### config.mk
export PLATFORM = sky130hd
export DESIGN_NAME = scytale_encryption_flat
export DESIGN_NICKNAME = d
export VERILOG_FILES = /design/src/rtl/scytale_encryption_pkg.sv /design/src/rtl/scytale_encryption_if.sv /design/src/rtl/scytale_encryption_addr_gen.sv /design/src/rtl/scytale_encryption.sv /design/src/flat_wrapper.sv
export SDC_FILE = /design/constraint.sdc
export NUM_CORES = 1
export LEC_CHECK = 0
export ABC_AREA = 1
export ABC_CLOCK_PERIOD_IN_PS = 4200
export BUFFER_PORTS_ARGS = -buffer_cell sky130_fd_sc_hd__buf_4
export CORE_MARGIN = 4
export CORE_UTILIZATION = 60
export CTS_BUF_LIST = sky130_fd_sc_hd__clkbuf_16
export DETAILED_ROUTE_END_ITERATION = 16
export GPL_ROUTABILITY_DRIVEN = 0
export PLACE_DENSITY = 0.78
export SYNTH_ARGS = -nofsm -noshare
export SYNTH_HDL_FRONTEND = slang
export SYNTH_SLANG_ARGS = --single-unit
### constraint.sdc
create_clock -name clk -period 4.2 [get_ports clk]
set_clock_uncertainty 0.15 [all_clocks]
set_input_delay 0.63 -clock clk [delete_from_list [all_inputs] [get_ports clk]]
set_output_delay 0.63 -clock clk [all_outputs]
set_load 0.03 [all_outputs]
### src/rtl/scytale_encryption_pkg.sv
// Shared constants and types for the scytale encryptor/decryptor pair.
//   D_WIDTH     : stream byte width
//   KEY_WIDTH   : width of the row/column keys
//   START_TOKEN : end-of-message marker, never stored in the buffer
//   state_e     : top-level FSM states
package scytale_encryption_pkg;

  localparam int D_WIDTH   = 8;
  localparam int KEY_WIDTH = 8;
  localparam int ADDR_W    = 2 * KEY_WIDTH;  // holds N*M without wrap

  localparam logic [D_WIDTH-1:0] START_TOKEN = 8'hFA;

  typedef enum logic {
    IDLE = 1'b0,
    ENC  = 1'b1
  } state_e;

endpackage

### src/rtl/scytale_encryption_if.sv
// Byte-stream bus between a producer/consumer and the scytale encryptor.
//   data_i/valid_i : plaintext byte and qualifier (into the block)
//   key_N/key_M    : row/column keys, sampled only on the token byte
//   data_o/valid_o : ciphertext byte and qualifier (out of the block)
//   busy           : high while the block is emitting ciphertext
interface scytale_encryption_if;
  import scytale_encryption_pkg::*;

  logic [D_WIDTH-1:0]   data_i;
  logic                 valid_i;
  logic [KEY_WIDTH-1:0] key_N;
  logic [KEY_WIDTH-1:0] key_M;
  logic [D_WIDTH-1:0]   data_o;
  logic                 valid_o;
  logic                 busy;

  modport master (
    output data_i, valid_i, key_N, key_M,
    input  data_o, valid_o, busy
  );

  modport slave (
    input  data_i, valid_i, key_N, key_M,
    output data_o, valid_o, busy
  );

endinterface

### src/rtl/scytale_encryption_addr_gen.sv
// Column-major address walker over an N-row x M-column row-major buffer.
// Shared with the decryptor.
//   clk, rst_n : clock, synchronous active-low reset
//   start_i    : latch keys and restart at address 0
//   key_n_i    : row count N (latched on start_i)
//   key_m_i    : column count M (latched on start_i)
//   step_i     : advance to the next address
//   addr_o     : current buffer address i*M + j
//   last_o     : current address is the final one (i==N-1, j==M-1)
module scytale_addr_gen
  import scytale_encryption_pkg::*;
(
  input  logic                 clk,
  input  logic                 rst_n,
  input  logic                 start_i,
  input  logic [KEY_WIDTH-1:0] key_n_i,
  input  logic [KEY_WIDTH-1:0] key_m_i,
  input  logic                 step_i,
  output logic [ADDR_W-1:0]    addr_o,
  output logic                 last_o
);

  logic [KEY_WIDTH-1:0] n_q, n_d;
  logic [KEY_WIDTH-1:0] m_q, m_d;
  logic [KEY_WIDTH-1:0] i_q, i_d;
  logic [KEY_WIDTH-1:0] j_q, j_d;
  logic [ADDR_W-1:0]    addr_q, addr_d;
  logic                 i_wrap;

  assign i_wrap = (i_q == n_q - KEY_WIDTH'(1));
  assign last_o = i_wrap && (j_q == m_q - KEY_WIDTH'(1));
  assign addr_o = addr_q;

  // Row index is the inner loop: stepping a row adds M, finishing a column
  // jumps to the top of the next one (address j+1), so no multiplier.
  always_comb begin
    n_d    = n_q;
    m_d    = m_q;
    i_d    = i_q;
    j_d    = j_q;
    addr_d = addr_q;
    if (start_i) begin
      n_d    = key_n_i;
      m_d    = key_m_i;
      i_d    = '0;
      j_d    = '0;
      addr_d = '0;
    end else if (step_i && !last_o) begin
      if (i_wrap) begin
        i_d    = '0;
        j_d    = j_q + KEY_WIDTH'(1);
        addr_d = ADDR_W'(j_q) + ADDR_W'(1);
      end else begin
        i_d    = i_q + KEY_WIDTH'(1);
        addr_d = addr_q + ADDR_W'(m_q);
      end
    end
  end

  always_ff @(posedge clk) begin
    if (!rst_n) begin
      n_q    <= '0;
      m_q    <= '0;
      i_q    <= '0;
      j_q    <= '0;
      addr_q <= '0;
    end else begin
      n_q    <= n_d;
      m_q    <= m_d;
      i_q    <= i_d;
      j_q    <= j_d;
      addr_q <= addr_d;
    end
  end

endmodule

### src/rtl/scytale_encryption.sv
// Streaming scytale (columnar transposition) encryptor.
// Buffers plaintext until START_TOKEN, then emits N*M ciphertext bytes,
// one per cycle, c[j*N+i] = p[i*M+j]; addresses beyond the stored length
// read as zero, which pads short messages.
//   clk, rst_n : clock, synchronous active-low reset
//   bus        : slave side of the byte-stream interface
//                (data_i, valid_i, key_N, key_M in; data_o, valid_o, busy out)
module scytale_encryption
  import scytale_encryption_pkg::*;
#(
  parameter int MAX_NOF_CHARS = 50
) (
  input  logic                  clk,
  input  logic                  rst_n,
  scytale_encryption_if.slave   bus
);

  localparam int LEN_W = $clog2(MAX_NOF_CHARS + 1);
  localparam int IDX_W = $clog2(MAX_NOF_CHARS);

  state_e             state_q;
  logic [LEN_W-1:0]   len_q;
  logic               drain_q;   // every byte sent (or zero key): next edge exits
  logic [D_WIDTH-1:0] data_q;
  logic               valid_q;
  logic               busy_q;

  logic [D_WIDTH-1:0] mem_q [MAX_NOF_CHARS];

  logic               is_tok;
  logic               wr_en;
  logic               start;
  logic               step;
  logic [ADDR_W-1:0]  gen_addr;
  logic               gen_last;
  logic [D_WIDTH-1:0] rd_data;

  assign is_tok = (bus.data_i == START_TOKEN);
  assign wr_en  = (state_q == IDLE) && bus.valid_i && !is_tok &&
                  (len_q < LEN_W'(MAX_NOF_CHARS));
  assign start  = (state_q == IDLE) && bus.valid_i && is_tok;
  assign step   = (state_q == ENC) && !drain_q;

  scytale_addr_gen u_addr_gen (
    .clk     (clk),
    .rst_n   (rst_n),
    .start_i (start),
    .key_n_i (bus.key_N),
    .key_m_i (bus.key_M),
    .step_i  (step),
    .addr_o  (gen_addr),
    .last_o  (gen_last)
  );

  // Anything at or past the write count is padding; this also keeps the
  // index in range when N*M exceeds the buffer depth.
  assign rd_data = (gen_addr < ADDR_W'(len_q)) ? mem_q[gen_addr[IDX_W-1:0]] : '0;

  // Buffer contents are don't-care after reset, so no reset here.
  always_ff @(posedge clk) begin
    if (wr_en) mem_q[len_q[IDX_W-1:0]] <= bus.data_i;
  end

  always_ff @(posedge clk) begin
    if (!rst_n) begin
      state_q <= IDLE;
      len_q   <= '0;
      drain_q <= 1'b0;
      data_q  <= '0;
      valid_q <= 1'b0;
      busy_q  <= 1'b0;
    end else begin
      case (state_q)
        IDLE: begin
          data_q  <= '0;
          valid_q <= 1'b0;
          if (wr_en) len_q <= len_q + LEN_W'(1);
          if (start) begin
            state_q <= ENC;
            busy_q  <= 1'b1;
            drain_q <= (bus.key_N == '0) || (bus.key_M == '0);
          end
        end
        ENC: begin
          if (!drain_q) begin
            data_q  <= rd_data;
            valid_q <= 1'b1;
            if (gen_last) drain_q <= 1'b1;
          end else begin
            state_q <= IDLE;
            data_q  <= '0;
            valid_q <= 1'b0;
            busy_q  <= 1'b0;
            len_q   <= '0;
            drain_q <= 1'b0;
          end
        end
        default: state_q <= IDLE;
      endcase
    end
  end

  assign bus.data_o  = data_q;
  assign bus.valid_o = valid_q;
  assign bus.busy    = busy_q;

endmodule
### src/flat_wrapper.sv
// flat-port wrapper written by rule: the top's interface ports become plain ports
module scytale_encryption_flat import scytale_encryption_pkg::*;
#(
  parameter int MAX_NOF_CHARS = 50
)
  (clk, rst_n, bus_data_i, bus_valid_i, bus_key_N, bus_key_M, bus_data_o, bus_valid_o, bus_busy);
  scytale_encryption_if bus_i ();
  input  logic clk;
  input  logic rst_n;
  input wire logic [$bits(bus_i.data_i)-1:0] bus_data_i;
  input wire logic [$bits(bus_i.valid_i)-1:0] bus_valid_i;
  input wire logic [$bits(bus_i.key_N)-1:0] bus_key_N;
  input wire logic [$bits(bus_i.key_M)-1:0] bus_key_M;
  output wire logic [$bits(bus_i.data_o)-1:0] bus_data_o;
  output wire logic [$bits(bus_i.valid_o)-1:0] bus_valid_o;
  output wire logic [$bits(bus_i.busy)-1:0] bus_busy;
  assign bus_i.data_i = bus_data_i;
  assign bus_i.valid_i = bus_valid_i;
  assign bus_i.key_N = bus_key_N;
  assign bus_i.key_M = bus_key_M;
  assign bus_data_o = bus_i.data_o;
  assign bus_valid_o = bus_i.valid_o;
  assign bus_busy = bus_i.busy;
  scytale_encryption #(.MAX_NOF_CHARS(MAX_NOF_CHARS)) u_core (.clk(clk), .rst_n(rst_n), .bus(bus_i));
endmodule
==> flow_summary.ini <==
[clock_tree]
numCtsBuffers = 47
post_cts_resized = 0
htreeDepth = 2
clkTransAtPathRegs_ns = 0.06
post-cts-setup-buffers = 0
clk_path_buf_depth = 3
insertion_delay_ns = 0.57
cts_root_buf = clkbuf_16
cts.sinks = 472
hold_buffers = 0
cts_tree = yes

[floorplanning]
dieHeight_um = 191
start_util_pct = 61.4
floorplan.io_pins = 37
die_area_sq_um = 36600
core_sq_um = 32900
fp-row-count = 66
die_w_um = 191

[placed_design]
portBuffers = 36
placed_cells = 2287
dp_hpwl_mm = 31.6

[drt]
drtAntennaViolNets = 0
routed_via_density = 6.22
via_count = 14800
drc = 0
wl_mm = 52.4
dr.pass1.iters = 8
routedWlPerCell_um = 22.1
drt_iter0_drc = 1766

[critical_path]
cp-end-kind = flip-flop
cp_max_fo = 23
startpoint_type = flip-flop
worst-endpoint-arrival_ns = 3.36
critPathKind = reg2reg
crit_required_ns = 4.53

[timing]
hold_viol_final = 0
fin_crit_ns = 3.03
final.setup.tns_ns = 0
slew_headroom_pct = 30.3
whs_ns = 0.224
setup_viol_count_final = 0
min_period_over_period_pct = 72.1
rsz0062_at_grt = false
worst_pin_slew_ns = 1.04
slew_viol_final = 0
fmax_mhz = 330

[finish]
drive_gt1_share_pct = 7.41
seq_area_sq_um = 13500
fillerInstances = 2382
nNetsFinal = 1940
utilization_pct = 68.0
layout_common_cells = 406 x nor2_1, 400 x edfxtp_1, 221 x o21ai_0
final_common_cell = nor2_1
area_growth_pct = 10.7
multi_input_area_sq_um = 5990
final_cells = 2374

[logic_synthesis]
synthArstFlopShare_pct = 0
synth_seq_cells = 472
netlist_area_sq_um = 20200
synth_flop_cell = edfxtp_1
syn_inst = 1883
syn_area_per_cell_sq_um = 10.7
yosysWarnings = 0
synth-edff-count = 400
ys_types = 40
syn_nets = 1929
yosysSeqAreaShare_pct = 66.6

[global_routing]
track_usage_pct = 28.3
grt_overflow_total = 0
antenna_found_initial = 1
grt_pass1_vias = 14100
grt_pass1_wl_mm = 79.7
grt_max_degree = 201

[power]
p_leak_nw = 7.77
ir_worst_vdd_mv = 0.307
p_per_area_nw_per_um2 = 423

[status]
status = completed

[run]
drv_cap = 0

[min_path]
min_path_type = in2reg
[synth_stat cells (2+ instances only)]
library cell    n  area [sq um]
clkbuf_1       72           270
buf_2          13          65.1
a21oi_1        55           275
edfxtp_1      400         12000
nor2_2          6          37.5
xor2_1         18           158
nor4_1          2          12.5
dfxtp_1        72          1440
ha_1           18           225
o211ai_1       64           480
clkinv_1        3          11.3
nor2_4          2          22.5
o21ai_0       221          1110
o221ai_1       22           193
nand2_1       199           747
xnor2_1         9          78.8
or2_2           2          12.5
nand3_2         2          20.0
nand3_1       120           601
nand4_1        23           144
nor3_1          8          40.0
buf_1           8          30.0
nor2_1        406          1520
o31ai_1         6          45.0
inv_1          90           338
nand3b_1        3          22.5
o22ai_1        21           131
buf_4           3          22.5
o21ai_1         4          20.0
[cells by family after synthesis]
family / share of synthesized area [%]
AOI/OAI and AO/OA: 11.3
xor gates and xnor gates: 1.17
adders and majority gates: 1.21
buffers and inverters: 3.69
DFF: 66.6
and+or+nand+nor: 16.0
[stage by stage]
stage                     power (mW)  setup WS (ns)  area [sq um]
final                           9.45           1.17         22300
after global routing            9.69          0.932         22300
after CTS                       9.45           1.20         22300
after detailed placement        5.39          0.897         20800
after global placement          5.39          0.934         20800
after floorplan                 5.25           1.97         20200
[report_power, final]
group	internal, mW	total [mW]	switching, mW
logic	0.0418	0.203	0.162
clock network	2.41	4.15	1.74
registers	5.09	5.10	0.00742
total	7.54	9.45	1.91
[layer usage]
layer  vias up  share of wire (%)  global-route usage, %
li1       6702                  -                      -
met1      7030                 38                   37.8
met2       889                 47                   45.6
met3       148                 11                   5.73
met4         0                4.1                   12.2
met5         -                  0                      0
[worst paths after layout]
check | from | end | slack [ns] | depth (start not counted)
max | u_core.u_addr_gen.n_q[0] | u_core.u_addr_gen.addr_o[3] | 1.17 | 15
min | bus_key_M[6] | u_core.u_addr_gen.m_q[6] | 0.22 | 3
max reg2reg | u_core.u_addr_gen.n_q[0] | u_core.u_addr_gen.addr_o[3] | 1.17 | 15
min reg2reg | u_core.u_addr_gen.i_q[4] | u_core.u_addr_gen.i_q[4] | 0.33 | 2
[sequential cells by signal, summed over array words and instances (netlist names), named ones only]
signal                    count
u_core.bus.data_o             8
u_core.u_addr_gen.i_q         8
u_core.u_addr_gen.n_q         8
u_core.state_q                1
u_core.mem_q                400
u_core.bus.busy               1
u_core.len_q                  6
u_core.drain_q                1
u_core.u_addr_gen.m_q         8
u_core.bus.valid_o            1
u_core.u_addr_gen.j_q         8
u_core.u_addr_gen.addr_o     16
[worst max-delay path, stage by stage (launching register included)]
cell	delay, ns
dfxtp_1	0.33
inv_1	0.11
ha_1	0.31
inv_1	0.10
nand2_1	0.05
nand3_1	0.08
nand2_1	0.05
nand2_1	0.06
nor2_1	0.05
nand2_1	0.09
nor2_4	0.07
nand2_4	0.21
nor2_2	0.07
nor2_2	0.79
nand2_1	0.22
a21oi_1	0.19
[final cells by class]
cell class,instances,area share [%]
clock inverter,39,1.53
sequential,472,60.2
multi-input combinational,1220,26.8
antenna,1,0.0112
clock buffer,47,5.26
timing repair buffer,58,2.06
tap,442,2.47
inverter,95,1.61
No activity file was read; power rests on OpenSTA's default activity.
